[src/rtl/animated_sprite_if.sv]
// ============================================================================
// Module   : animated_sprite_if
// Brief    : Beam/sprite position inputs and sprite-local coordinate outputs
//            for the per-pixel sprite window decoder.
// Revision : 1.0 - initial release
// ============================================================================
`default_nettype none

interface animated_sprite_if #(
  parameter int CW = 4
);
  logic [9:0]    shpos;
  logic [9:0]    svpos;
  logic [9:0]    xpos;
  logic [9:0]    ypos;
  logic [CW-1:0] xout;
  logic [CW-1:0] yout;
  logic          active;

  // master: video timing side driving positions and consuming coordinates
  modport master (
    output shpos, svpos, xpos, ypos,
    input  xout, yout, active
  );

  modport slave (
    input  shpos, svpos, xpos, ypos,
    output xout, yout, active
  );
endinterface

`default_nettype wire

[src/rtl/animated_sprite.sv]
// ============================================================================
// Module   : animated_sprite
// Brief    : Per-pixel sprite window decoder producing registered sprite-local
//            column/row, forced to (0,0) outside the window.
// Revision : 1.0 - initial release
// ============================================================================
`default_nettype none

module animated_sprite #(
  parameter int SPR_W = 16,
  parameter int SPR_H = 16,
  parameter int CW    = 4
) (
  input  wire logic          clk,
  input  wire logic          reset,
  animated_sprite_if.slave   spr
);

  logic [9:0]    dx;
  logic [9:0]    dy;
  logic          in_x;
  logic          in_y;
  logic          hit;

  logic [CW-1:0] xout_d;
  logic [CW-1:0] xout_q;
  logic [CW-1:0] yout_d;
  logic [CW-1:0] yout_q;
  logic          active_d;
  logic          active_q;

  // Modulo-1024 subtraction lets a sprite straddle the screen-coordinate wrap.
  always_comb begin
    dx   = spr.shpos - spr.xpos;
    dy   = spr.svpos - spr.ypos;
    in_x = ({1'b0, dx} < 11'(SPR_W));
    in_y = ({1'b0, dy} < 11'(SPR_H));
    hit  = in_x & in_y;
  end

  // Texel (0,0) is transparent, so zero coordinates double as the outside mask.
  always_comb begin
    xout_d   = '0;
    yout_d   = '0;
    active_d = 1'b0;
    if (hit) begin
      xout_d   = dx[CW-1:0];
      yout_d   = dy[CW-1:0];
      active_d = 1'b1;
    end
  end

  always_ff @(posedge clk) begin
    if (reset) begin
      xout_q   <= '0;
      yout_q   <= '0;
      active_q <= 1'b0;
    end else begin
      xout_q   <= xout_d;
      yout_q   <= yout_d;
      active_q <= active_d;
    end
  end

  assign spr.xout   = xout_q;
  assign spr.yout   = yout_q;
  assign spr.active = active_q;

endmodule

`default_nettype wire

[src/flat_wrapper.sv]
// flat-port wrapper written by rule: the top's interface ports become plain ports
module animated_sprite_flat 
#(
  parameter int SPR_W = 16,
  parameter int SPR_H = 16,
  parameter int CW    = 4
)
  (clk, reset, spr_shpos, spr_svpos, spr_xpos, spr_ypos, spr_xout, spr_yout, spr_active);
  animated_sprite_if #(.CW(CW)) spr_i ();
  input  wire logic clk;
  input  wire logic reset;
  input wire logic [$bits(spr_i.shpos)-1:0] spr_shpos;
  input wire logic [$bits(spr_i.svpos)-1:0] spr_svpos;
  input wire logic [$bits(spr_i.xpos)-1:0] spr_xpos;
  input wire logic [$bits(spr_i.ypos)-1:0] spr_ypos;
  output wire logic [$bits(spr_i.xout)-1:0] spr_xout;
  output wire logic [$bits(spr_i.yout)-1:0] spr_yout;
  output wire logic [$bits(spr_i.active)-1:0] spr_active;
  assign spr_i.shpos = spr_shpos;
  assign spr_i.svpos = spr_svpos;
  assign spr_i.xpos = spr_xpos;
  assign spr_i.ypos = spr_ypos;
  assign spr_xout = spr_i.xout;
  assign spr_yout = spr_i.yout;
  assign spr_active = spr_i.active;
  animated_sprite #(.SPR_W(SPR_W), .SPR_H(SPR_H), .CW(CW)) u_core (.clk(clk), .reset(reset), .spr(spr_i));
endmodule
[config.mk]
export PLATFORM = sky130hd
export DESIGN_NAME = animated_sprite_flat
export DESIGN_NICKNAME = d
export VERILOG_FILES = /design/src/rtl/animated_sprite_if.sv /design/src/rtl/animated_sprite.sv /design/src/flat_wrapper.sv
export SDC_FILE = /design/constraint.sdc
export NUM_CORES = 1
export LEC_CHECK = 0
export ABC_AREA = 0
export BUFFER_PORTS_ARGS = -buffer_cell sky130_fd_sc_hd__buf_2
export CAP_MARGIN = 20
export CORE_UTILIZATION = 25
export CTS_BUF_LIST = sky130_fd_sc_hd__clkbuf_8 sky130_fd_sc_hd__clkbuf_16
export DETAILED_ROUTE_END_ITERATION = 7
export GPL_ROUTABILITY_DRIVEN = 1
export PLACE_DENSITY_LB_ADDON = 0.3
export SYNTH_ARGS = -nofsm -noshare
export SYNTH_HDL_FRONTEND = slang
export SYNTH_SLANG_ARGS = --single-unit
[constraint.sdc]
create_clock -name clk -period 5.5 [get_ports clk]
set_input_delay 0.55 -clock clk [delete_from_list [all_inputs] [get_ports clk]]
set_output_delay 0.55 -clock clk [all_outputs]
set_load 0.02 [all_outputs]
# After elaboration in Yosys (flattened, before gate mapping)
# Cells that the tools add are included.
[totals]
register_bits = 9
in_bits = 42
wordCells = 11
out_inout_bits = 9
[classes]
reduce_logical = 1
bitwise = 2
mux = 1
magnitude_cmp = 2
n_addsub = 2
[ops]
columns = ["op", "n"]
rows = [
  ["$lt 10x5->1 const B", 2],
  ["$sub 10x10->10", 2],
  ["$reduce_or 2->1", 1],
  ["$and 1x1->1", 1],
  ["$mux 1", 1],
  ["$not 1->1", 1],
]

# Logic depth before layout (Yosys ltp)
# Gate-level depths: netlist (run 1).
[depth]
ltp_word = 5
ltp_mapped = 10
depth_no_buf = 10

# Worst setup path after synthesis (run 1)
# No wires, ideal clock.
[synth_path]
kind = "input-to-reg"
from = "input port spr_svpos[0]"
to = "register u_core.xout_q[2] (netlist: u_core.spr.xout[2])"
setup_ns = 0.092
t_required_ns = 5.408
t_arrival_ns = 2.456
path_stages = 10
slack_ns = 2.951
path_buffers = 0
path_cell_list = "inv_1 ha_1 inv_1 fa_1 a21o_1 a221oi_1 nor2_1 a2111oi_4 nand3_2 nor4_1"
[synth_between]
elab_chain_cells = 5
[synth_lines]
columns = ["element", "line_no", "source"]
rows = [
  ["start, declared", "flat_wrapper.sv:13", "input wire logic [$bits(spr_i.svpos)-1:0] spr_svpos;"],
  ["$sub 10x10->10", "animated_sprite.sv:35", "dy = spr.svpos - spr.ypos;"],
  ["$lt 10x5->1", "animated_sprite.sv:37", "in_y = ({1'b0, dy} < 11'(SPR_H));"],
  ["$and 1x1->1", "animated_sprite.sv:38", "hit = in_x & in_y;"],
  ["$not 1->1 (no source line)", "n/a", ""],
  ["$reduce_or 2->1 (no source line)", "n/a", ""],
  ["end signal, assigned", "animated_sprite.sv:59", "xout_q <= xout_d;"],
  ["end, declared", "animated_sprite.sv:26", "logic [CW-1:0] xout_q;"],
]
# Every way passes these cells.
# A chain may end at the register's enable or synchronous reset.

# Worst setup path after layout (run 1)
# Same ends and word-level chain as after synthesis.

==> run_results.csv, run 1 <==
group,metric,value,unit
worst_hold_path,hp-class,"in2reg",
global_routing,grt_max_degree,10,
floorplan,dieArea,5091,um^2
timing,fmaxAchievable,378.0,MHz
cts,cts_buffers,3,
logic_synthesis,synth_xor_area_frac,0.08012,
global_routing,grt_pass1_vias,1063,
finish,num_antenna_cells,0,
cts,htreeDepth,1,
logic_synthesis,synth.avg_cell_area,8.180,um^2
placed_design,placed_area,1518,um^2
timing,tightest_slew,0.7645,ns
logic_synthesis,synth_edf_count,0,
cts,cts.sink_count,9,
route,wl,2725,um
logic_synthesis,syn-cell-area,1202,um^2
logic_synthesis,ys_seq_area_frac,0.1498,
timing,fin_crit_sh,0.4809,
outcome,status,"finished, violations left",
power,power_density,173.0,nW/um^2
cts,root_buffer,"clkbuf_8",
timing,tns,0,ns
floorplan,initial_core_util,0.2687,
route,num_vias,1236,
global_routing,grt_overflow_total,0,
setup_path,crit_path_start_kind,"input pin",
placed_design,hpwl,2344,um
logic_synthesis,synth_compound_area_frac,0.2622,
timing,period_minus_slack,2.645,ns
cts,postCtsSetupBuffers,0,
timing,finalHoldViolations,0,
placed_design,gp_congestion,0.8064,
floorplan,die_h,71.35,um
timing,hold_ws,0.5997,ns
route,drc_errors,5,
logic_synthesis,synth_top_area_share,0.1873,
cts,cts-resized-gates,0,
setup_path,cp_max_fo,9,
logic_synthesis,synthDistinctLibCells,41,
power,p_leak,0.8145,nW
finish,instances_no_fill,253,
placed_design,placed_cells_incl_taps,249,
power,total_power,270.4,uW
global_routing,track_usage,0.1124,
cts,cts_tree,"done",
placed_design,portBuffers,50,
run,drv_cap,0,
global_routing,grt_pass1_wl,4595,um
logic_synthesis,synth-seq-cells,9,
finish,final_area,1563,um^2
finish,drive_gt1_frac,0.3035,
logic_synthesis,synth_top_family_by_area,"compound AO/OA/AOI/OAI gates",
floorplan,coreArea,4474,um^2
outcome,violations,"design-rule violations",
logic_synthesis,yosysTopAreaCell,"ha_1",
timing,slew_violations,0,
cts,cts_hold_buf,0,
route,drtAntennaViolNets,0,
cts,cts.reportedPaths.clkPinSlew,0.04,ns
timing,setup_slack,2.855,ns
logic_synthesis,yosys-top-cells-area,"ha_1 (19%), dfxtp_1 (15%), inv_1 (6.9%), xnor2_1 (6.6%), a21oi_1 (3.7%)",
finish,layout_commonest_cell,"buf_2",
setup_path,critPathCaptureType,"register",
logic_synthesis,synthArstFlopShare,0,
route,vias_per_cell,4.885,
logic_synthesis,yosysWarnings,0,
worst_hold_path,hold_depth,3,
power,ir_drop,77.34,uV
route,drt_iter0_drc,62,
logic_synthesis,synth_mux_area_frac,0.009365,
setup_path,crit_type,"in2reg",
floorplan,ioPinCount,51,
logic_synthesis,synthSimpleGateAreaFrac,0.2092,
finish,areaGrowthSynthToFinish,29.97,%
logic_synthesis,synthesis.instances,147,
finish,fin_nets,264,
placed_design,pre_cts_ws,2.611,ns
route,dr.pass1.iters,6,
setup_path,cp.arrival,2.78,ns
route,drt-wirelength-per-cell,10.77,um
timing,slew-limit-headroom,0.4866,
global_routing,antenna_found_initial,0,
cts,clock_path_buffers,2,
logic_synthesis,synthAdderAreaFrac,0.2206,
floorplan,rows,24,
timing,final-setup-viol-count,0,
finish,mostFrequentLayoutCells,"buf_2 (50), inv_1 (23), ha_1 (18)",
finish,fin_util,0.3493,
setup_path,critPathRequiredTime,5.63,ns
floorplan,dieWidth,71.35,um
timing,rsz0062_at_grt,"no",
logic_synthesis,synth-main-ff-cell,"dfxtp_1",
logic_synthesis,synth_fp_nets,209,
==> power breakdown <==
part	leakage, nW	switching (mW)	total, mW	internal, mW
Sequential	0.0724	0.00000376	0.0655	0.0655
Combinational	0.715	0.0712	0.131	0.0602
Clock	0.0269	0.0250	0.0734	0.0485
Total	0.814	0.0962	0.270	0.174
==> critical path: stages <==
cell	delay [ns]
buf_2	0.09
inv_1	0.04
ha_1	0.15
inv_1	0.05
fa_1	0.39
a21o_1	0.21
a221oi_1	0.33
nor2_1	0.12
a2111oi_4	0.29
nand3_2	0.22
nor4_1	0.32
==> cell usage after synthesis (4+ instances only) <==
cell type and n:
dfxtp_1 9, nand2_1 8, nor2_1 7, xnor2_1 9
nand3_1 5, a21o_1 4, inv_1 22, nand2b_1 4
ha_1 18, and3_1 4, a21oi_1 9, nor4_1 6
o21ai_0 4
==> cell type report <==
| type | count | area [um^2] |
|---|---|---|
| Clock inverter | 1 | 3.754 |
| Multi-Input combinational cell | 116 | 939.7 |
| Fill cell | 469 | 2912 |
| Timing Repair Buffer | 50 | 250.2 |
| Clock buffer | 3 | 41.29 |
| Sequential cell | 9 | 180.2 |
| Tap cell | 52 | 65.06 |
| Inverter | 22 | 82.58 |
==> kinds of logic after synthesis <==
logic type,after synthesis
xor gates and xnor gates,11
AOI/OAI and AO/OA,40
muxes,1
and+or+nand+nor,44
adders and majority gates,20
buffers and inverters,22
DFF,9
==> routing by layer <==
| metal | vias to the layer above | part of all wire | track usage | wire (um) |
|---|---|---|---|---|
| li1 | 650 | - | - | - |
| met1 | 536 | 0.47 | 0.1414 | 1291 |
| met2 | 44 | 0.44 | 0.1810 | 1201 |
| met3 | 6 | 0.063 | 0.02813 | 173 |
| met4 | 0 | 0.022 | 0.05111 | 59 |
| met5 | - | 0 | 0 | 0 |
==> final timing paths <==
kind / end / from
worst max-delay path: u_core.spr.xout[2] / spr_svpos[0]
worst min-delay path: u_core.spr.yout[0] / spr_ypos[0]
==> state kept, by name (all words and copies together) (netlist names) <==
signal	count
u_core.spr.xout	4
u_core.spr.yout	4
u_core.spr.active	1
Power figures use the tool's default switching activity.
==> inputs of run 2 (changes only) <==
==> constraint.sdc (replaced) <==
create_clock -name clk -period 2.1 [get_ports clk]
set_input_delay 0.21 -clock clk [delete_from_list [all_inputs] [get_ports clk]]
set_output_delay 0.21 -clock clk [all_outputs]
set_load 0.02 [all_outputs]
==> run 2 against run 1 <==
The run ends with design-rule violations, negative setup slack left. Critical path depth unchanged. Final cell count is 12% higher. Routed wire length up 15%. Highest routed layer unchanged.
==> run_results.csv, run 2 (synthesis results as in run 1) <==
group,metric,value,unit
floorplan,coreArea,4474,um^2
outcome,violations,"design-rule violations, negative setup slack",
timing,slew_violations,0,
finish,fin_util,0.4267,
setup_path,cp_max_fo,5,
timing,period_minus_slack,2.116,ns
setup_path,startpoint,"spr_svpos[0]",
floorplan,rows,24,
setup_path,critPathCaptureType,"register",
floorplan,ioPinCount,51,
global_routing,grt_pass1_wl,5133,um
timing,finalHoldViolations,0,
setup_path,crit_path_start_kind,"input pin",
placed_design,placed_area,1787,um^2
finish,fin_nets,294,
floorplan,dieWidth,71.35,um
floorplan,die_h,71.35,um
setup_path,cp.arrival,2.25,ns
worst_hold_path,hp-class,"in2reg",
global_routing,grt_pass1_vias,1230,
setup_path,path_cells,"buf_8 -> clkinv_8 -> ha_4 -> inv_2 -> fa_2 -> a21o_1 -> a21oi_2 -> xnor2_2 -> a2111oi_4 -> nand3_4 -> nor4_1",
cts,htreeDepth,1,
global_routing,track_usage,0.1228,
cts,cts_buffers,3,
route,num_vias,1336,
floorplan,initial_core_util,0.2687,
timing,fin_crit_sh,1.008,
finish,mostFrequentLayoutCells,"buf_2 (49), buf_4 (28), inv_1 (19), ha_1 (16), dfxtp_1 (9)",
power,ir_drop,142.8,uV
timing,tns,-0.02911,ns
run,drv_cap,0,
placed_design,gp_congestion,0.7653,
timing,fmaxAchievable,472.6,MHz
power,power_density,438.2,nW/um^2
setup_path,crit_type,"in2reg",
placed_design,hpwl,2559,um
global_routing,grt_overflow_total,0,
cts,clock_path_buffers,2,
outcome,status,"finished, violations left",
cts,cts_tree,"done",
power,p_leak,0.9772,nW
placed_design,portBuffers,50,
timing,slew-limit-headroom,0.7304,
timing,setup_slack,-0.01618,ns
timing,rsz0062_at_grt,"yes",
route,vias_per_cell,4.721,
route,drt_iter0_drc,27,
setup_path,max_stage_delay,0.45,ns
route,dr.pass1.iters,8,
finish,drive_gt1_frac,0.4675,
finish,final_area,1909,um^2
timing,tightest_slew,0.4030,ns
route,wl,3124,um
setup_path,crit_end,"u_core.spr.xout[0]",
cts,cts.reportedPaths.clkPinSlew,0.04,ns
finish,areaGrowthSynthToFinish,58.79,%
finish,num_antenna_cells,0,
cts,cts.sink_count,9,
global_routing,grt_max_degree,10,
timing,final-setup-viol-count,2,
route,drtAntennaViolNets,0,
route,drt-wirelength-per-cell,11.04,um
floorplan,dieArea,5091,um^2
finish,layout_commonest_cell,"buf_2",
setup_path,critPathRequiredTime,2.24,ns
global_routing,antenna_found_initial,0,
setup_path,crit_slowest_cell,"a2111oi_4",
route,drc_errors,4,
cts,root_buffer,"clkbuf_8",
run 2: area by class of cell:
type,instances,area [um^2]
Clock buffer,3,41.29
Clock inverter,1,3.754
Fill cell,448,2565
Inverter,22,95.09
Multi-Input combinational cell,118,1054
Sequential cell,9,180.2
Tap cell,52,65.06
Timing Repair Buffer,78,470.5
run 2: how the worst min path moves through the flow:
| stage | start | endpoint | slack, ns | cells after the start |
|---|---|---|---|---|
| 2_1_floorplan | spr_ypos[0] | u_core.spr.yout[0] | 0.39 | 2 |
| 3_3_place_gp | spr_ypos[0] | u_core.spr.yout[0] | 0.52 | 3 |
| 3_5_place_dp | spr_xpos[0] | u_core.spr.xout[0] | 0.52 | 3 |
| 4_1_cts | spr_ypos[0] | u_core.spr.yout[0] | 0.28 | 3 |
| 5_1_grt | spr_ypos[0] | u_core.spr.yout[0] | 0.27 | 3 |
| 6_report | spr_ypos[0] | u_core.spr.yout[0] | 0.28 | 3 |
run 2: power by group:
group | total [mW] | internal (mW) | switching (mW)
sequential | 0.172 | 0.172 | 0.0000104
combinational | 0.473 | 0.238 | 0.235
clock | 0.192 | 0.127 | 0.0650
total | 0.837 | 0.537 | 0.300
run 2: critical path: cells and delay by family:
family / cells / cell delay (ns)
AND/OR/NAND/NOR: 2 / 0.44
AO/OA/AOI/OAI: 3 / 0.84
adder cells (fa/ha/maj): 2 / 0.47
XOR/XNOR: 1 / 0.11
buffers and inverters: 3 / 0.17
run 2: timing repair:
item                                    in CTS  in global routing
setup buffers                                1                  0
resized for setup                            8                  5
gates cloned                                 2                  0
endpoints found under the setup margin       8                  9
hold buffers                                 0                  0
pin swaps                                    3                  4
run 2: per-stage QoR:
step                      setup WS (ns)  std cells  power, mW  hold WS, ns
after detailed placement        -0.3200        276     0.6155       0.5202
after floorplan                0.003240        147     0.4486       0.3912
final                          -0.01618        283     0.8367       0.2778
after global placement          -0.2524        276     0.6124       0.5158
after CTS                      -0.01661        283     0.8335       0.2795
after global routing            -0.1587        283     0.9010       0.2701
run 2: layer usage:
metal | up-vias | routed length (um) | track usage
met1 | 586 | 1541 | 0.1628
met3 | 2 | 124 | 0.01688
met2 | 34 | 1446 | 0.2116
met4 | 0 | 12 | 0.02667
met5 | - | 0 | 0
li1 | 714 | - | -
